==> config.mk <==
export PLATFORM = sky130hd
export DESIGN_NAME = fabric_port_in_packetizer
export DESIGN_NICKNAME = d
export VERILOG_FILES = /design/src/rtl/fabric_port_in_packetizer_pkg.sv /design/src/rtl/fabric_port_in_packetizer_flit_packetizer.sv /design/src/rtl/fabric_port_in_packetizer.sv
export SDC_FILE = /design/constraint.sdc
export NUM_CORES = 1
export LEC_CHECK = 0
export ABC_AREA = 1
export BUFFER_PORTS_ARGS = -buffer_cell sky130_fd_sc_hd__buf_2
export CAP_MARGIN = 20
export CORE_AREA = 2 2 64 81
export CTS_CLUSTER_SIZE = 40
export DETAILED_ROUTE_END_ITERATION = 10
export DIE_AREA = 0 0 66 83
export PLACE_DENSITY_LB_ADDON = 0.05
export SLEW_MARGIN = 15
export SYNTH_ARGS = -nofsm -noshare
export SYNTH_HDL_FRONTEND = slang
export SYNTH_HIERARCHICAL = 1
export SYNTH_SLANG_ARGS = --single-unit
==> constraint.sdc <==
create_clock -name clk -period 7 [get_ports clk]
set_input_delay 0 -clock clk [delete_from_list [all_inputs] [get_ports clk]]
set_output_delay 0 -clock clk [all_outputs]
set_load 0.005 [all_outputs]
==> src/rtl/fabric_port_in_packetizer_pkg.sv <==
// Shared definitions for the NoC ingress fabric port: flit field positions,
// payload/flit-count derivations and a flit struct for the default configuration.
package fabric_port_in_packetizer_pkg;

  // Most flits a packet may use; the port buffer always holds this many slots.
  localparam int MAX_SLOTS = 4;

  // Flit field positions, MSB first: {valid, head, tail, vc, payload}.
  function automatic int valid_pos(input int width_noc);
    return width_noc - 1;
  endfunction

  function automatic int head_pos(input int width_noc);
    return width_noc - 2;
  endfunction

  function automatic int tail_pos(input int width_noc);
    return width_noc - 3;
  endfunction

  // Payload bits left in a flit after the three flag bits and the VC field.
  function automatic int payload_bits(input int width_noc, input int vc_width);
    return width_noc - 3 - vc_width;
  endfunction

  // One head flit plus enough body/tail flits to carry the data word.
  function automatic int flits_per_pkt(input int width_data, input int p);
    return 1 + (width_data + p - 1) / p;
  endfunction

  // Default configuration, shared by the top-level parameters and the flit struct.
  localparam int DEF_WIDTH_DATA   = 10;
  localparam int DEF_WIDTH_NOC    = 9;
  localparam int DEF_N            = 16;
  localparam int DEF_NUM_VC       = 2;
  localparam int DEF_DEPTH_PER_VC = 10;
  localparam int DEF_VC_AW        = $clog2(DEF_NUM_VC);
  localparam int DEF_P            = payload_bits(DEF_WIDTH_NOC, DEF_VC_AW);

  typedef struct packed {
    logic                 valid;
    logic                 head;
    logic                 tail;
    logic [DEF_VC_AW-1:0] vc;
    logic [DEF_P-1:0]     payload;
  } flit_t;

endpackage

==> src/rtl/fabric_port_in_packetizer_flit_packetizer.sv <==
// Combinational packer: turns one data word and a destination into a
// head/body/tail flit packet laid out in MAX_SLOTS flit slots.
module flit_packetizer
  import fabric_port_in_packetizer_pkg::*;
#(
  parameter int WIDTH_DATA       = DEF_WIDTH_DATA,
  parameter int WIDTH_NOC        = DEF_WIDTH_NOC,
  parameter int ADDRESS_WIDTH    = $clog2(DEF_N),
  parameter int VC_ADDRESS_WIDTH = DEF_VC_AW
) (
  input  logic [WIDTH_DATA-1:0]          data_in,
  input  logic [ADDRESS_WIDTH-1:0]       dest_in,
  input  logic                           valid_in,
  input  logic                           ready_in,
  output logic [MAX_SLOTS*WIDTH_NOC-1:0] packet_out,
  output logic                           valid_out,
  output logic                           ready_out
);

  localparam int P = payload_bits(WIDTH_NOC, VC_ADDRESS_WIDTH);
  localparam int F = flits_per_pkt(WIDTH_DATA, P);

  // Data zero-extended to the full body capacity so the last slot pads with zeros.
  logic [(MAX_SLOTS-1)*P-1:0] data_ext;

  // Build every slot; slots at or beyond F stay all-zero.
  always_comb begin
    // NOTE: every output of a combinational block gets a default first so no
    // path leaves it unassigned and a latch is never inferred.
    data_ext                   = '0;
    data_ext[WIDTH_DATA-1:0]   = data_in;
    packet_out                 = '0;
    packet_out[WIDTH_NOC-1:0]  = {1'b1, 1'b1, (F == 1), {VC_ADDRESS_WIDTH{1'b0}}, P'(dest_in)};
    for (int k = 1; k < MAX_SLOTS; k++) begin
      if (k < F) begin
        packet_out[k*WIDTH_NOC +: WIDTH_NOC] =
          {1'b1, 1'b0, (k == F - 1), {VC_ADDRESS_WIDTH{1'b0}}, data_ext[(k-1)*P +: P]};
      end
    end
  end

  assign valid_out = valid_in;
  assign ready_out = ready_in;

endmodule

==> src/rtl/fabric_port_in_packetizer.sv <==
// Ingress fabric port: buffers one packet, serializes its flits onto the
// local router input and tracks per-VC credits for flow control.
module fabric_port_in_packetizer
  import fabric_port_in_packetizer_pkg::*;
#(
  parameter int WIDTH_DATA   = DEF_WIDTH_DATA,
  parameter int WIDTH_NOC    = DEF_WIDTH_NOC,
  parameter int N            = DEF_N,
  parameter int NUM_VC       = DEF_NUM_VC,
  parameter int DEPTH_PER_VC = DEF_DEPTH_PER_VC
) (
  input  logic                     clk,
  input  logic                     rst,
  input  logic [WIDTH_DATA-1:0]    pkt_data_in,
  input  logic                     pkt_valid_in,
  input  logic [$clog2(N)-1:0]     pkt_dest_in,
  output logic                     pkt_ready_out,
  output logic [WIDTH_NOC-1:0]     noc_flit_out,
  input  logic [NUM_VC-1:0]        noc_credits_in
);

  localparam int ADDRESS_WIDTH    = $clog2(N);
  localparam int VC_ADDRESS_WIDTH = $clog2(NUM_VC);
  localparam int P                = payload_bits(WIDTH_NOC, VC_ADDRESS_WIDTH);
  localparam int F                = flits_per_pkt(WIDTH_DATA, P);
  localparam int TAIL_POS         = tail_pos(WIDTH_NOC);
  localparam int CW               = $clog2(DEPTH_PER_VC + 1);

  if ((F > MAX_SLOTS) || (P < ADDRESS_WIDTH)) begin : g_bad_cfg
    $error("fabric_port_in_packetizer: unsupported flit/data width combination");
  end

  logic [MAX_SLOTS*WIDTH_NOC-1:0] packet;
  logic [MAX_SLOTS*WIDTH_NOC-1:0] pkt_buf;
  logic                           buf_valid;
  logic [1:0]                     idx;
  logic [WIDTH_NOC-1:0]           cur_flit;
  logic [VC_ADDRESS_WIDTH-1:0]    cur_vc;
  logic                           cur_tail;
  logic                           can_send;
  logic                           ready_int;
  logic                           pz_valid;
  logic                           accept;
  logic [CW-1:0]                  credit     [NUM_VC];
  logic [CW-1:0]                  credit_nxt [NUM_VC];
  logic [CW:0]                    credit_sum;

  flit_packetizer #(
    .WIDTH_DATA       (WIDTH_DATA),
    .WIDTH_NOC        (WIDTH_NOC),
    .ADDRESS_WIDTH    (ADDRESS_WIDTH),
    .VC_ADDRESS_WIDTH (VC_ADDRESS_WIDTH)
  ) u_flit_packetizer (
    .data_in    (pkt_data_in),
    .dest_in    (pkt_dest_in),
    .valid_in   (pkt_valid_in),
    .ready_in   (ready_int),
    .packet_out (packet),
    .valid_out  (pz_valid),
    .ready_out  (pkt_ready_out)
  );

  assign cur_flit  = pkt_buf[idx*WIDTH_NOC +: WIDTH_NOC];
  assign cur_vc    = cur_flit[TAIL_POS-1 -: VC_ADDRESS_WIDTH];
  assign cur_tail  = cur_flit[TAIL_POS];
  // A credit returned this cycle is not yet visible here, so it cannot enable a send.
  assign can_send  = buf_valid && (credit[cur_vc] != '0);
  // Ready while sending the tail lets the next packet load with no idle flit cycle.
  assign ready_int = !buf_valid || (can_send && cur_tail);
  assign accept    = pz_valid && pkt_ready_out;

  // Next credit per VC: subtract a send, add a return, saturate at the buffer depth.
  always_comb begin
    credit_sum = '0;
    for (int v = 0; v < NUM_VC; v++) begin
      credit_sum = {1'b0, credit[v]}
                 - (CW+1)'(can_send && (cur_vc == VC_ADDRESS_WIDTH'(v)))
                 + (CW+1)'(noc_credits_in[v]);
      credit_nxt[v] = (credit_sum > (CW+1)'(DEPTH_PER_VC)) ? CW'(DEPTH_PER_VC)
                                                            : credit_sum[CW-1:0];
    end
  end

  // Buffer control, output flit register and credit counters.
  always_ff @(posedge clk) begin
    // NOTE: sequential state uses non-blocking assignments so every register
    // samples the pre-edge values, independent of statement order.
    if (rst) begin
      buf_valid    <= 1'b0;
      idx          <= '0;
      noc_flit_out <= '0;
      for (int v = 0; v < NUM_VC; v++) credit[v] <= CW'(DEPTH_PER_VC);
    end else begin
      noc_flit_out <= can_send ? cur_flit : '0;
      for (int v = 0; v < NUM_VC; v++) credit[v] <= credit_nxt[v];
      if (accept) begin
        buf_valid <= 1'b1;
        idx       <= '0;
      end else if (can_send) begin
        if (cur_tail) begin
          buf_valid <= 1'b0;
          idx       <= '0;
        end else begin
          idx <= idx + 2'd1;
        end
      end
    end
  end

  // Packet storage; loaded on accept only.
  always_ff @(posedge clk) begin
    // NOTE: the packet buffer is deliberately not reset -- buf_valid qualifies
    // its contents, so clearing the data would only add reset fan-out.
    if (accept) pkt_buf <= packet;
  end

endmodule

==> impl_metrics.env, run 1 <==
export IMPL_drt_iter0_markers=48
export IMPL_netlist_cell_type_count=28
export IMPL_grtUsageMet3_pct=3.66
export IMPL_cts_made_buffers=5
export IMPL_max_cap_violations=0
export IMPL_setup_viol=0
export IMPL_crit_family="simple AND/OR/NAND/NOR gates"
export IMPL_power_density_nw_per_um2=286
export IMPL_synth_ff_type="edfxtp_1"
export IMPL_fin_cells=356
export IMPL_gp_congestion=0.725
export IMPL_yosysTopAreaCell="edfxtp_1"
export IMPL_clock_root_buffer="clkbuf_8"
export IMPL_die_x_um=66
export IMPL_worst_setup_path_start_kind="register"
export IMPL_synthesis_area_sq_um=2710
export IMPL_power_leakage_nw=1.29
export IMPL_drive_above_1_share_pct=18.6
export IMPL_worstHoldStart="noc_credits_in[0]"
export IMPL_fin_area_sq_um=2950
export IMPL_reg2reg_from="idx[0]$_SDFFE_PP0N_"
export IMPL_grt_pass1_wl_um=6640
export IMPL_worst_slew_pin_slew_ns=0.769
export IMPL_synth_area_top_cells="edfxtp_1 (40%), dfxtp_1 (15%), buf_4 (11%), nor2_1 (5.5%), ha_1 (4.6%)"
export IMPL_power_frac_seq_pct=48.8
export IMPL_max_stage_delay_ns=0.83
export IMPL_placed_cell_area_sq_um=2700
export IMPL_status="complete, no violations"
export IMPL_seq_area_frac_synth_pct=54.6
export IMPL_start_util_pct=57.8
export IMPL_met1_usage_pct=15.1
export IMPL_avgRoutedWirePerCell_um=11.3
export IMPL_clkPwrFrac_pct=20.2
export IMPL_dieArea_sq_um=5480
export IMPL_fill_cells=404
export IMPL_worstPathCellList="inv_2 > nand2_2 > nand3_2 > nand3_2 > nand2_1 > clkinv_2 > nand3_1 > inv_1 > ha_1 > inv_1 > ha_1 > inv_1 > fa_1 > nand3b_1 > nand3_1 > nand2_1 > nor2_1 > nand2_1 > or2_2"
export IMPL_grt_pass1_vias=1642
export IMPL_fin_crit_ns=3.57
export IMPL_hold_viol=0
export IMPL_combPwrFrac_pct=31.1
export IMPL_design_core_area_sq_um=4690
export IMPL_skew_ns=0.00664
export IMPL_use_met2_pct=31.5
export IMPL_startpoint="idx[0]$_SDFFE_PP0N_"
export IMPL_io_pins=29
export IMPL_cts_resized=0
export IMPL_antenna_left=0
export IMPL_period_share_pct=50.9
export IMPL_hp_class="in -> reg"
export IMPL_swShare_pct=32.2
export IMPL_hpwl_um=2740
export IMPL_drt_wl_total_um=4030
export IMPL_h_tree_depth=2
export IMPL_async_reset_ff_share_pct=0
export IMPL_cts_tree="yes"
export IMPL_slew_viol_final=0
export IMPL_p_int_uw=572
export IMPL_firstDrtPassIters=4
export IMPL_ys_ff_latch=56
export IMPL_drt_drc_violations_left=0
export IMPL_synth_top_area_share_pct=39.8
export IMPL_final_setup_tns_ns=0
export IMPL_synth_edf_count=36
export IMPL_groute_usage_overall_pct=15.8
export IMPL_multi_input_area_sq_um=896
export IMPL_cp_end_kind="register"
export IMPL_ys_warn_count=6
export IMPL_dp_cells=332
export IMPL_path_max_fanout=22
export IMPL_layout_commonest_cell="nor2_1"
export IMPL_fmax_ghz=0.280
export IMPL_ff_latch_area_sq_um=1480
export IMPL_syn_area_per_cell_sq_um=10.2
export IMPL_drt_vias_per_instance=4.60
export IMPL_top_usage_layer="met2"
export IMPL_syn_to_final_growth_pct=8.62
export IMPL_clk_latency_ns=0.30
export IMPL_via_count=1637
export IMPL_mostFrequentLayoutCells="nor2_1 (40), edfxtp_1 (36), buf_2 (28), inv_1 (23), conb_1 (22)"
export IMPL_grt_overflow=0
export IMPL_ir_drop_v=0.000183
export IMPL_crit_buf_inv=5
export IMPL_rows=28
export IMPL_nets=326
export IMPL_p_switching_uw=272
export IMPL_die_y_um=83
export IMPL_syn_inst=265
export IMPL_path_clk_slew_ns=0.10
export IMPL_crit_path_top_delay_cell="dfxtp_1"
export IMPL_cts_buffer_depth=2
export IMPL_max_slew_margin_pct=48.7
export IMPL_io_buffers=28
export IMPL_rsz0062_at_grt="false"
export IMPL_cp_required_ns=7.18
export IMPL_arrival_ns=3.75
export IMPL_diodes=0
export IMPL_final_util_pct=62.8
export IMPL_cts_num_sinks=56
export IMPL_antenna_found_initial=0
export IMPL_grt_start_max_net_pins=37
export IMPL_worst_setup_path_type="reg -> reg"
export IMPL_hold_ws_ns=0.0781
==> power groups by stage <==
| stage | combinational, mW | clock (mW) | sequential (mW) |
|---|---|---|---|
| final | 0.262 | 0.170 | 0.411 |
| after global routing | 0.302 | 0.188 | 0.416 |
| after CTS | 0.266 | 0.177 | 0.412 |
| after detailed placement | 0.257 | 0 | 0.420 |
| after global placement | 0.255 | 0 | 0.419 |
| after floorplan | 0.221 | 0 | 0.414 |
==> Yosys cell counts, drive strengths merged, types with 2 or more instances <==
master	number
buf	41
dfxtp	20
o21ai	16
nand2	27
nand3b	2
inv	25
edfxtp	36
or2	3
nor2	40
ha	10
a21oi	15
fa	2
xor2	5
conb	2
nand3	17
==> layer usage <==
layer | part of all wire [%] | vias to the layer above
met5 | 0 | -
met4 | 0.67 | 0
met3 | 3.1 | 2
met1 | 39 | 738
li1 | - | 869
met2 | 57 | 28
==> kinds of logic (layout without fill, tap and decap cells) <==
group | count (synthesis) | count (layout) | synth area share (%)
simple gates | 90 | 90 | 15.9
buf+inv | 68 | 79 | 15.2
flops | 56 | 56 | 54.6
compound gates | 32 | 32 | 6.41
fa+ha+maj | 12 | 12 | 6.09
xor+xnor | 5 | 5 | 1.61
other cells | 2 | 22 | 0.277
==> registers in the layout, summed over array words and instances, names as in the netlist <==
| signal | count |
|---|---|
| idx | 2 |
| pkt_buf | 36 |
| credit | 8 |
| buf_valid | 1 |
| noc_flit_out | 9 |
==> worst min-delay path: stages <==
cell and delay [ns]:
buf_2 0.08, ha_1 0.13, inv_1 0.05, nor2_1 0.09
==> layout make-up <==
cell class	count	area share, %
flip-flops and latches	56	50.3
clock inverters	2	0.552
clock buffers	6	2.46
repair buffers	45	10.4
well taps	60	2.55
multi-input cells	161	30.4
inverters	26	3.35
==> final timing paths <==
path / slack [ns] / end / depth (start not counted)
worst max-delay path: 3.43 / credit[0][3]$_SDFF_PP1_ / 19
worst min-delay path: 0.08 / credit[0][0]$_SDFF_PP0_ / 4
worst max register to register: 3.43 / credit[0][3]$_SDFF_PP1_ / 19
worst min register to register: 0.55 / noc_flit_out[3]$_SDFF_PP0_ / 2
==> what timing repair did <==
item | CTS | global route
hold buffers | 16 | 0
setup buffers | 0 | 0
hold endpoints to repair | 16 | 0
==> stage by stage <==
stage,setup slack (ns),total power [mW]
2_1_floorplan,4.31,0.634
3_3_place_gp,3.51,0.674
3_5_place_dp,3.43,0.676
4_1_cts,3.42,0.854
5_1_grt,3.15,0.906
6_report,3.43,0.843
Power figures use the tool's default switching activity.
==> inputs of run 2 (changes only) <==
Clock period 7 ns to 3.35 ns, I/O delays scaled along.
==> run 2 against run 1 <==
Net effect:
- hold slack worse by 0.017 ns
- flip-flop and latch count unchanged
- largest cell class unchanged
- register-to-register slack worse by 3.0 ns
- global-route usage up 0.60 points
- highest routed layer unchanged
- critical path depth unchanged
==> impl_metrics.env, run 2 (synthesis results as in run 1) <==
export IMPL_status="complete, no violations"
export IMPL_combPwrFrac_pct=31.4
export IMPL_crit_buf_inv=5
export IMPL_arrival_ns=3.15
export IMPL_drive_above_1_share_pct=19.7
export IMPL_die_y_um=83
export IMPL_final_setup_tns_ns=0
export IMPL_io_pins=29
export IMPL_clkPwrFrac_pct=20.3
export IMPL_largest_reg_flops=36
export IMPL_cts_num_sinks=56
export IMPL_rsz0062_at_grt="false"
export IMPL_via_count=1647
export IMPL_path_max_fanout=10
export IMPL_max_cap_violations=0
export IMPL_p_switching_uw=573
export IMPL_gp_congestion=0.759
export IMPL_syn_to_final_growth_pct=9.50
export IMPL_skew_ns=0.00724
export IMPL_fmax_ghz=0.338
export IMPL_antenna_found_initial=0
export IMPL_grt_start_max_net_pins=37
export IMPL_ir_drop_v=0.000314
export IMPL_clk_latency_ns=0.31
export IMPL_design_core_area_sq_um=4690
export IMPL_path_clk_slew_ns=0.09
export IMPL_cp_required_ns=3.55
export IMPL_crit_path_top_delay_cell="fa_1"
export IMPL_rows=28
export IMPL_dieArea_sq_um=5480
export IMPL_cp_end_kind="register"
export IMPL_io_buffers=28
export IMPL_clock_root_buffer="clkbuf_8"
export IMPL_swShare_pct=32.4
export IMPL_worst_setup_path_start_kind="register"
export IMPL_antenna_left=0
export IMPL_power_density_nw_per_um2=596
export IMPL_hp_class="in -> reg"
export IMPL_crit_family="simple AND/OR/NAND/NOR gates"
export IMPL_layout_commonest_cell="nor2_1"
export IMPL_hold_viol=0
export IMPL_power_frac_seq_pct=48.3
export IMPL_p_int_mw=1.20
export IMPL_max_stage_delay_ns=0.39
export IMPL_cts_made_buffers=5
export IMPL_post_cts_setup_buffer_count=0
export IMPL_diodes=0
export IMPL_drt_drc_violations_left=0
export IMPL_start_util_pct=57.8
export IMPL_setup_viol=0
export IMPL_hold_ws_ns=0.0610
export IMPL_worstHoldStart="noc_credits_in[0]"
export IMPL_top_register="pkt_buf"
export IMPL_worstPathCellList="inv_2 > nand2_2 > nand3_2 > nand3_2 > nand2_1 > clkinv_2 > nand3_1 > inv_1 > ha_1 > inv_1 > ha_1 > inv_1 > fa_1 > nand3b_1 > nand3_1 > nand2_1 > nor2_1 > nand2_1 > or2_2"
export IMPL_mostFrequentLayoutCells="nor2_1 (40), edfxtp_1 (36), buf_2 (28), inv_1 (23), conb_1 (22)"
export IMPL_grt_pass1_wl_um=6870
export IMPL_slew_viol_final=0
export IMPL_drt_wl_total_um=4080
export IMPL_fin_crit_ns=2.96
export IMPL_firstDrtPassIters=4
export IMPL_cts_tree="yes"
export IMPL_power_leakage_nw=1.30
export IMPL_drt_vias_per_instance=4.59
export IMPL_grt_pass1_vias=1653
export IMPL_nets=329
export IMPL_reg_top3="pkt_buf x36, noc_flit_out x9, credit x8"
export IMPL_drt_iter0_markers=34
export IMPL_hpwl_um=2790
export IMPL_h_tree_depth=2
export IMPL_grt_overflow=0
export IMPL_avgRoutedWirePerCell_um=11.4
export IMPL_worst_setup_path_type="reg -> reg"
export IMPL_cts_buffer_depth=2
export IMPL_startpoint="idx[0]$_SDFFE_PP0N_"
export IMPL_groute_usage_overall_pct=16.4
export IMPL_period_share_pct=88.3
export IMPL_die_x_um=66
export IMPL_reg2reg_from="idx[0]$_SDFFE_PP0N_"
run 2: cell types whose count changed in the layout (fill, tap and decap cells not counted), sizes merged:
cell,before,now
buf,29,32
run 2: path summary, 6_finish.rpt:
| kind | endpoint | slack [ns] | depth (start not counted) |
|---|---|---|---|
| worst max-delay path | credit[0][3]$_SDFF_PP1_ | 0.39 | 19 |
| worst min-delay path | credit[0][0]$_SDFF_PP0_ | 0.06 | 4 |
| worst max register to register | credit[0][3]$_SDFF_PP1_ | 0.39 | 19 |
| worst min register to register | noc_flit_out[1]$_SDFF_PP0_ | 0.55 | 2 |
run 2: timing repair:
item / in CTS / in global routing
gates resized for setup: 0 / 1
hold buffers: 16 / 0
hold endpoints to repair: 16 / 0
endpoints found under the setup margin: 0 / 1
run 2: area by class of cell:
type	count	area [sq um]
fillers	408	1720
inverters	26	98.8
clock buffers	6	72.6
repair buffers	48	330
flip-flops and latches	56	1480
well taps	60	75.1
multi-input cells	161	896
clock inverters	2	16.3
run 2: per-layer routing:
metal	track usage [%]	vias to the layer above	wire length (um)
met5	0	-	0
met2	30.2	30	2230
met4	6.31	0	87
li1	-	872	-
met3	3.93	11	143
met1	17.4	734	1620
run 2: worst register-to-register path: cells and delay by family (launching register included):
kind | cells | cell delay (ns)
DFF | 1 | 0.38
adders and majority gates | 3 | 0.80
and+or+nand+nor | 11 | 1.27
buffers and inverters | 5 | 0.39
run 2: power groups by stage:
stage	clock network, mW	registers (mW)	logic (mW)
finish	0.359	0.856	0.556
global route	0.397	0.865	0.650
CTS	0.373	0.857	0.560
detailed placement	0	0.873	0.542
global placement	0	0.873	0.535
floorplan	0	0.864	0.461
run 2: per-stage QoR:
| stage | util (%) | power (mW) | cells | cell area, sq um | worst slack [ns] |
|---|---|---|---|---|---|
| after detailed placement | 58.0 | 1.42 | 335 | 2720 | 0.298 |
| after global placement | 58.0 | 1.41 | 335 | 2720 | 0.346 |
| final | 63.3 | 1.77 | 359 | 2970 | 0.393 |
| after floorplan | - | 1.33 | 285 | 2790 | 0.661 |
| after global routing | 63.3 | 1.91 | 359 | 2970 | 0.0948 |
| after CTS | 63.3 | 1.79 | 359 | 2970 | 0.269 |
